==> src/rtl/mem_port_arbiter.sv <==
// Arbitrates the IF and MEM pipeline stages onto one single-port memory.
// Data side wins by default; a starvation counter forces a fetch after STARVE_MAX data grants.
module mem_port_arbiter #(
  parameter int ADDR_W     = 32,
  parameter int DATA_W     = 32,
  parameter int MEM_LAT    = 2,
  parameter int STARVE_MAX = 4
) (
  input  logic              clk,
  input  logic              reset,
  input  logic              if_req,
  input  logic [ADDR_W-1:0] if_addr,
  output logic              if_gnt,
  output logic              if_rvalid,
  output logic [DATA_W-1:0] if_rdata,
  input  logic              d_req,
  input  logic              d_wen,
  input  logic [ADDR_W-1:0] d_addr,
  input  logic [DATA_W-1:0] d_wdata,
  output logic              d_gnt,
  output logic              d_rvalid,
  output logic [DATA_W-1:0] d_rdata,
  output logic              mem_en,
  output logic              mem_wen,
  output logic [ADDR_W-1:0] mem_addr,
  output logic [DATA_W-1:0] mem_wdata,
  input  logic [DATA_W-1:0] mem_rdata
);
  localparam logic [3:0] SMAX   = 4'(STARVE_MAX);
  localparam logic [3:0] LAT_M1 = 4'(MEM_LAT - 1);

  typedef enum logic [1:0] {IDLE, WAIT, RESP} state_t;

  // owner: 0 = IF, 1 = data side
  typedef struct packed {
    logic              owner;
    logic              wen;
    logic [ADDR_W-1:0] addr;
    logic [DATA_W-1:0] wdata;
  } req_t;

  state_t     state, state_nxt;
  req_t       cap;
  logic [3:0] cnt, starve;
  logic       gnt_d_c, gnt_if_c;

  always_comb begin
    state_nxt = state;
    gnt_d_c   = 1'b0;
    gnt_if_c  = 1'b0;
    case (state)
      IDLE: begin
        if (d_req && !(if_req && starve == SMAX)) gnt_d_c  = 1'b1;
        else if (if_req)                          gnt_if_c = 1'b1;
        if (gnt_d_c || gnt_if_c) state_nxt = WAIT;
      end
      WAIT:    if (cnt == 4'd0) state_nxt = RESP;
      RESP:    state_nxt = IDLE;
      default: state_nxt = IDLE;
    endcase
  end

  // Grants are combinational, so gate them to keep every output low during reset.
  assign if_gnt    = gnt_if_c & ~reset;
  assign d_gnt     = gnt_d_c & ~reset;
  assign mem_en    = (state == WAIT);
  assign mem_wen   = mem_en & cap.wen;
  assign mem_addr  = cap.addr;
  assign mem_wdata = cap.wdata;
  assign if_rvalid = (state == RESP) & ~cap.owner;
  assign d_rvalid  = (state == RESP) & cap.owner;

  always_ff @(posedge clk or posedge reset) begin
    if (reset) begin
      state    <= IDLE;
      cnt      <= '0;
      starve   <= '0;
      cap      <= '0;
      if_rdata <= '0;
      d_rdata  <= '0;
    end else begin
      state <= state_nxt;

      if (gnt_d_c && if_req)         starve <= (starve == SMAX) ? SMAX : starve + 4'd1;
      else if (gnt_if_c || !if_req)  starve <= '0;

      case (state)
        IDLE: if (gnt_d_c || gnt_if_c) begin
          cap.owner <= gnt_d_c;
          cap.wen   <= gnt_d_c & d_wen;
          cap.addr  <= gnt_d_c ? d_addr : if_addr;
          cap.wdata <= gnt_d_c ? d_wdata : '0;
          cnt       <= LAT_M1;
        end
        WAIT: begin
          if (cnt != 4'd0)    cnt      <= cnt - 4'd1;
          else if (cap.owner) d_rdata  <= cap.wen ? '0 : mem_rdata;
          else                if_rdata <= mem_rdata;
        end
        default: ;
      endcase
    end
  end
endmodule

==> config.mk <==
export PLATFORM = sky130hd
export DESIGN_NAME = mem_port_arbiter
export DESIGN_NICKNAME = d
export VERILOG_FILES = /design/src/rtl/mem_port_arbiter.sv
export SDC_FILE = /design/constraint.sdc
export NUM_CORES = 1
export LEC_CHECK = 0
export CORE_MARGIN = 4
export CORE_UTILIZATION = 43
export CTS_BUF_LIST = sky130_fd_sc_hd__clkbuf_16
export DETAILED_ROUTE_END_ITERATION = 16
export GPL_TIMING_DRIVEN = 0
export MAX_ROUTING_LAYER = met4
export PLACE_DENSITY_LB_ADDON = 0.15
export SYNTH_ARGS = -nofsm -noshare
export SYNTH_HDL_FRONTEND = slang
export SYNTH_SLANG_ARGS = --single-unit
==> constraint.sdc <==
create_clock -name clk -period 6.7 [get_ports clk]
set_input_delay 1.34 -clock clk [delete_from_list [all_inputs] [get_ports clk]]
set_output_delay 1.34 -clock clk [all_outputs]
set_load 0.1 [all_outputs]
==> summary.md, run 1 <==
| Metric | Value |
|---|---|
| Cell taking the most area after synthesis | `dfrtp_1` |
| Synthesis-to-finish area growth | `54.7%` |
| Slew @ Worst Pin | `around 1.0 ns` |
| Die width | `130 um` |
| Global Route Usage Sum | `21.3%` |
| Number of synthesized flops with an enable pin | `0` |
| Crit-path cells | `clkdlybuf4s50_1 -> nand4b_1 -> nand3_1 -> clkbuf_1 -> nor2_1 -> clkdlybuf4s50_1` |
| HP Class | `flip-flop to flip-flop` |
| First-pass GRT wire length | `27,200 um` |
| H-Tree Depth | `4` |
| Min Clock Period, post-route | `about 5.3 ns` |
| Final Max Tran Viols | `0` |
| Status | `finished, final reports clean` |
| Setup crit end kind | `primary output` |
| Max Fclk | `approximately 190 MHz` |
| CTS max path bufs | `2` |
| Max-cap violation count | `0` |
| Worst-path clk slew | `approximately 0.050 ns` |
| Post-synthesis cell type count | `37` |
| ANT nets after route | `0` |
| Vias per cell | `roughly 4.9` |
| Slew headroom | `just over 30%` |
| Post-Syn Nets | `between 600 and 700` |
| CTS Hold Bufs | `0` |
| Final setup fails | `0` |
| Ys flop type | `dfrtp_1` |
| Worst Path Arrival | `about 4.0 ns` |
| # port buffers | `approximately 270` |
| Critical path class | `input pin to primary output` |
| Hpwl dp | `13,100 um` |
| Crit path launch type | `input pin` |
| Share of the synthesized area in the top cell type | `between 50% and 60%` |
| Yosys reg bits | `between 100 and 150` |
| Antenna violations before repair | `0` |
| Initial DRC count | `approximately 250` |
| Cells after Synth | `551` |
| Chip height | `130 um` |
| Seq/Total Area, Yosys | `a little over half` |
| Routability Congestion | `about 0.86` |
| Initial Utilization | `roughly 44%` |
| DP Worst Slack | `around 1.4 ns` |
| Top delay family on crit path | `buffers and inverters` |
| Most used cell, CP | `clkdlybuf4s50_1` |
| Worst hold slack | `around 0.48 ns` |
| Placed cells | `~1,000` |
| Layout Nets | `roughly 970` |
| YS warnings | `0` |
| PnR worst setup slack | `about 1.4 ns` |
| Share of flip-flops with an asynchronous set or reset | `100%` |
| Crit share post-route | `79.7%` |
| Synthesized area per cell | `between 10 and 15 sq um` |
| Critical path's slowest cell | `clkdlybuf4s50_1` |
| CTS buffer count | `17` |
| Grt ovf | `0` |
| Final Cell Area | `just under 10,000 sq um` |
| Worst Path Buf+Inv | `3` |
| Critical Path Max Stage Delay | `roughly 1.2 ns` |
| Clock skew | `0.00911 ns` |
| Hold Vio Cnt, Final | `0` |
| Share of post-route cells with drive strength above 1 | `between 20% and 30%` |
| CP required | `about 5.4 ns` |
| DRC | `0` |
| Rows | `44` |
| Synth top area cells | `dfrtp_1 (55%), buf_4 (7.5%), mux2_4 (7.0%), a21oi_1 (5.1%), a22o_1 (4.5%)` |
| Antenna diodes | `0` |
| Detail-routed net length per standard cell | `~17 um` |
| Clock sinks | `140` |
| Maximum fanout along the worst path | `10` |
| Drt pass-1 iters | `4` |
| Clock insertion delay at the later pin of the skew report | `about 0.42 ns` |
| Core Area | `between 10,000 and 15,000 sq um` |
| Vias in the first global route | `approximately 5,400` |
| Die Area | `17,000 sq um` |
| Clock root buffer | `clkbuf_16` |
| Post-CTS sizing | `0` |
| Routed vias | `approximately 5,000` |
| RSZ-0062 raised after global routing | `false` |
| Largest net degree at the start of global routing | `91` |
| Total Wirelength | `17,400 um` |
| Final cell count without fillers | `about 1,000` |
| CTS tree | `built` |
| Mapped Area | `6420 sq um` |
| Post-CTS Setup Inserts | `0` |
| I/O pin cnt | `between 200 and 300` |
| Placed Area | `roughly 9300 sq um` |
## cell type report
class                           instances  area, sq um
Buffer                                 95          656
Clock buffer                           17          425
Clock inverter                         15          174
Fill cell                            1083         4650
Inverter                                7         31.3
Multi-Input combinational cell        309         2240
Sequential cell                       140         3500
Tap cell                              184          230
Timing Repair Buffer                  266         2680
## sequential cells by signal (all words and copies together), names as in the netlist
register	cells
state	2
mem_addr	32
cap	2
d_rdata	32
mem_wdata	32
starve	4
if_rdata	32
cnt	4
## final timing paths
path                           endpoint  slack, ns          from  cells past startpoint
setup / recovery                  d_gnt       1.36        if_req                      6
hold / removal             if_rdata[29]       0.48  if_rdata[29]                      1
setup reg to reg            if_rdata[0]       4.63        cnt[0]                      6
hold reg to reg            if_rdata[29]       0.48  if_rdata[29]                      1
max in group asynchronous    d_rdata[9]       4.45         reset                      3
min in group asynchronous  mem_addr[21]       1.42         reset                      2
## per-stage QoR
stage | TNS (ns) | util, %
floorplan | 0 | -
global placement | -46.23 | 63.8
detailed placement | 0 | 64.0
CTS | 0 | 68.1
global route | 0 | 68.1
finish | 0 | 68.1
## metal layers
| metal | GRT usage (%) | vias up | wire length [um] | part of all wire [%] |
|---|---|---|---|---|
| met2 | 32.6 | 206 | 8430 | 49 |
| met1 | 26.3 | 2428 | 7190 | 41 |
| met4 | 8.25 | 0 | 280 | 1.6 |
| li1 | - | 2391 | - | - |
| met5 | - | - | 0 | 0 |
| met3 | 7.16 | 20 | 1480 | 8.5 |
## cell usage after synthesis (all sizes together) (2+ instances only)
cell type and instances:
nor2b 33, nand4b 2, clkbuf 12, dfrtp 140, nor3 2, a21oi 66
nand3 5, xor2 2, a22o 33, mux2 66, o21ai 3, buf 83
inv 7, nor2 40, nand2 40, ha 4, and2 2, nor3b 2
## worst reg2reg max path: stages (launching register included)
cell,delay [ns]
dfrtp_1,0.38
inv_1,0.11
ha_1,0.14
or3b_4,0.42
nor3_4,0.32
buf_6,0.22
mux2_2,0.35
## cells by family (layout without fill, tap and decap cells)
group	after synthesis	after routing	synth area share, %
simple gates	133	133	10.4
fa+ha+maj	4	4	0.779
buf+inv	102	400	10.6
compound gates	104	104	10.1
mux	66	66	13.3
xor+xnor	2	2	0.273
flops	140	140	54.5
## cell usage in the layout, fill, tap and decap left out, types with 4 or more instances in the layout
cell type,n
clkdlybuf4s50_1,265
dfrtp_1,140
a21oi_1,66
buf_4,64
nand2_1,39
nor2_1,38
nor2b_1,33
a22o_1,33
mux2_4,30
mux2_2,21
clkbuf_16,17
mux2_1,15
clkbuf_1,12
buf_2,11
inv_1,6
buf_6,6
nand3_1,5
clkinv_2,5
ha_1,4
clkinv_4,4
Power of run 1 is left out: the tool's default activity adds up to more than one toggle a clock period on the data nets, which glitch-free logic cannot reach.
==> run 2: changes to the inputs <==
==> constraint.sdc (replaced) <==
create_clock -name clk -period 5.5 [get_ports clk]
set_input_delay 1.1 -clock clk [delete_from_list [all_inputs] [get_ports clk]]
set_output_delay 1.1 -clock clk [all_outputs]
set_load 0.1 [all_outputs]
==> run 2 against run 1 <==
Net effect:
- register-to-register slack lost 1.2 ns
- setup slack worse by 0.75 ns
- global-route usage up 0.29 points
- first-iteration DRC count down 8.5%
- non-clock buffer count unchanged
- flip-flop and latch count unchanged
- count of clock-buffer cells in the layout unchanged
==> summary.md, run 2 (synthesized netlist as in run 1, its figures left out) <==
| Metric | Value |
|---|---|
| Hpwl dp | `13,300 um (+1.6%)` |
| Rows | `44 (unchanged)` |
| Vias per cell | `4.92 (+0.81%)` |
| Routed vias | `5,081 (+0.71%)` |
| Status | `finished, final reports clean` |
| Layout Nets | `973 (unchanged)` |
| Final Max Tran Viols | `0 (unchanged)` |
| Initial Utilization | `44.0% (unchanged)` |
| Critical path class | `input pin to primary output` |
| Met2 Wirelength | `8640 um (+2.4%)` |
| Max Fclk | `204 MHz` |
| Global Route Usage Sum | `21.6% (+0.29 points)` |
| Finished Core Util | `67.9% (-0.22 points)` |
| Clock skew | `0.00749 ns (-0.00162 ns)` |
| I/O pin cnt | `267 (unchanged)` |
| CTS Hold Bufs | `0 (unchanged)` |
| Drt pass-1 iters | `4 (unchanged)` |
| Metal1 wirelength | `7200 um (about the same)` |
| Clock sinks | `140 (unchanged)` |
| Share of post-route cells with drive strength above 1 | `19.5% (-0.80 points)` |
| Routability Congestion | `0.862 (+0.12%)` |
| Setup crit end kind | `primary output` |
| Clock root buffer | `clkbuf_16` |
| Worst Path Arrival | `3.79 ns (-0.21 ns)` |
| Core Area | `14,600 sq um (unchanged)` |
| Crit path launch type | `input pin` |
| H-Tree Depth | `4 (unchanged)` |
| Antenna violations before repair | `0 (unchanged)` |
| First-pass GRT wire length | `27,600 um (+1.4%)` |
| Slew @ Worst Pin | `1.04 ns (-0.00680 ns)` |
| Vias in the first global route | `5,491 (+1.6%)` |
| Top Layer Used | `met4` |
| CTS buffer count | `17 (unchanged)` |
| RSZ-0062 raised after global routing | `false` |
| # port buffers | `265 (unchanged)` |
| DRC | `0 (unchanged)` |
| Maximum fanout along the worst path | `10 (unchanged)` |
| Post-CTS Setup Inserts | `0 (unchanged)` |
| Detail-routed net length per standard cell | `17.3 um (+2.6%)` |
| ANT nets after route | `0 (unchanged)` |
| Min Clock Period, post-route | `a little under 5 ns` |
| CP required | `4.40 ns (-0.96 ns)` |
| Met3 WL | `1590 um (+7.4%)` |
| Commonest non-fill, non-tap cell in the layout | `clkdlybuf4s50_1` |
| Total Wirelength | `17,800 um (+2.5%)` |
| Worst-path clk slew | `0.05 ns (about the same)` |
| Crit share post-route | `between 80% and 90%` |
| Antenna diodes | `0 (unchanged)` |
| Most frequent cells in the layout | `clkdlybuf4s50_1 (265), dfrtp_1 (140), a21oi_1 (66)` |
| Synthesis-to-finish area growth | `54.2%` |
| CTS tree | `built` |
| Final setup fails | `0 (unchanged)` |
| Die Area | `17,000 sq um (unchanged)` |
| Initial DRC count | `225 (-8.5%)` |
| Largest net degree at the start of global routing | `78 (-14%)` |
| Max-cap violation count | `0 (unchanged)` |
| Post-CTS sizing | `0 (unchanged)` |
| Die width | `130 um (unchanged)` |
| Slew headroom | `30.6% (+0.45 points)` |
| Chip height | `130 um (unchanged)` |
| CTS max path bufs | `2 (unchanged)` |
| HP Class | `flip-flop to flip-flop` |
| Grt ovf | `0 (unchanged)` |
| Clock insertion delay at the later pin of the skew report | `0.42 ns (about the same)` |
| Hold Vio Cnt, Final | `0 (unchanged)` |
==> run 2: final timing paths <==
path	to	depth (start not counted)	slack, ns	from
worst max-delay path	d_gnt	6	0.61	if_req
worst min-delay path	if_rdata[31]	1	0.48	if_rdata[31]
worst max register to register	if_rdata[3]	6	3.46	cnt[0]
worst min register to register	if_rdata[31]	1	0.48	if_rdata[31]
max in group asynchronous	mem_wdata[19]	3	3.45	reset
min in group asynchronous	mem_wdata[30]	2	1.27	reset
==> run 2: cell type report <==
type / instances / area, sq um
inverters: 7 / 31.3
repair buffers: 266 / 2680
plain buffers: 95 / 656
well taps: 184 / 230
flip-flops and latches: 140 / 3500
fillers: 1087 / 4680
clock inverters: 14 / 136
clock buffers: 17 / 425
multi-input cells: 309 / 2250
==> run 2: worst max-delay path: stages <==
cell             delay [ns]
clkdlybuf4s50_1        0.48
nand4b_1               0.21
nand3_1                0.33
clkbuf_1               0.34
nor2_1                 0.15
clkdlybuf4s50_1        1.17
==> run 2: per-stage QoR <==
step                TNS [ns]  setup WS [ns]  hold WS [ns]  cells  area (sq um)
floorplan                  0          0.647         0.474    551          6430
global placement     -192.60          -1.38         0.467   1000          9310
finish                     0          0.607         0.485   1032          9910
detailed placement         0          0.616         0.478   1001          9350
CTS                        0          0.593         0.490   1032          9910
global route               0          0.495         0.503   1032          9910
==> run 2: layer usage <==
layer / GRT usage [%] / vias up
li1: - / 2382
met1: 25.3 / 2463
met2: 34.8 / 211
met3: 7.57 / 25
met4: 7.46 / 0
met5: - / -
Power of run 2 is left out for the same reason.
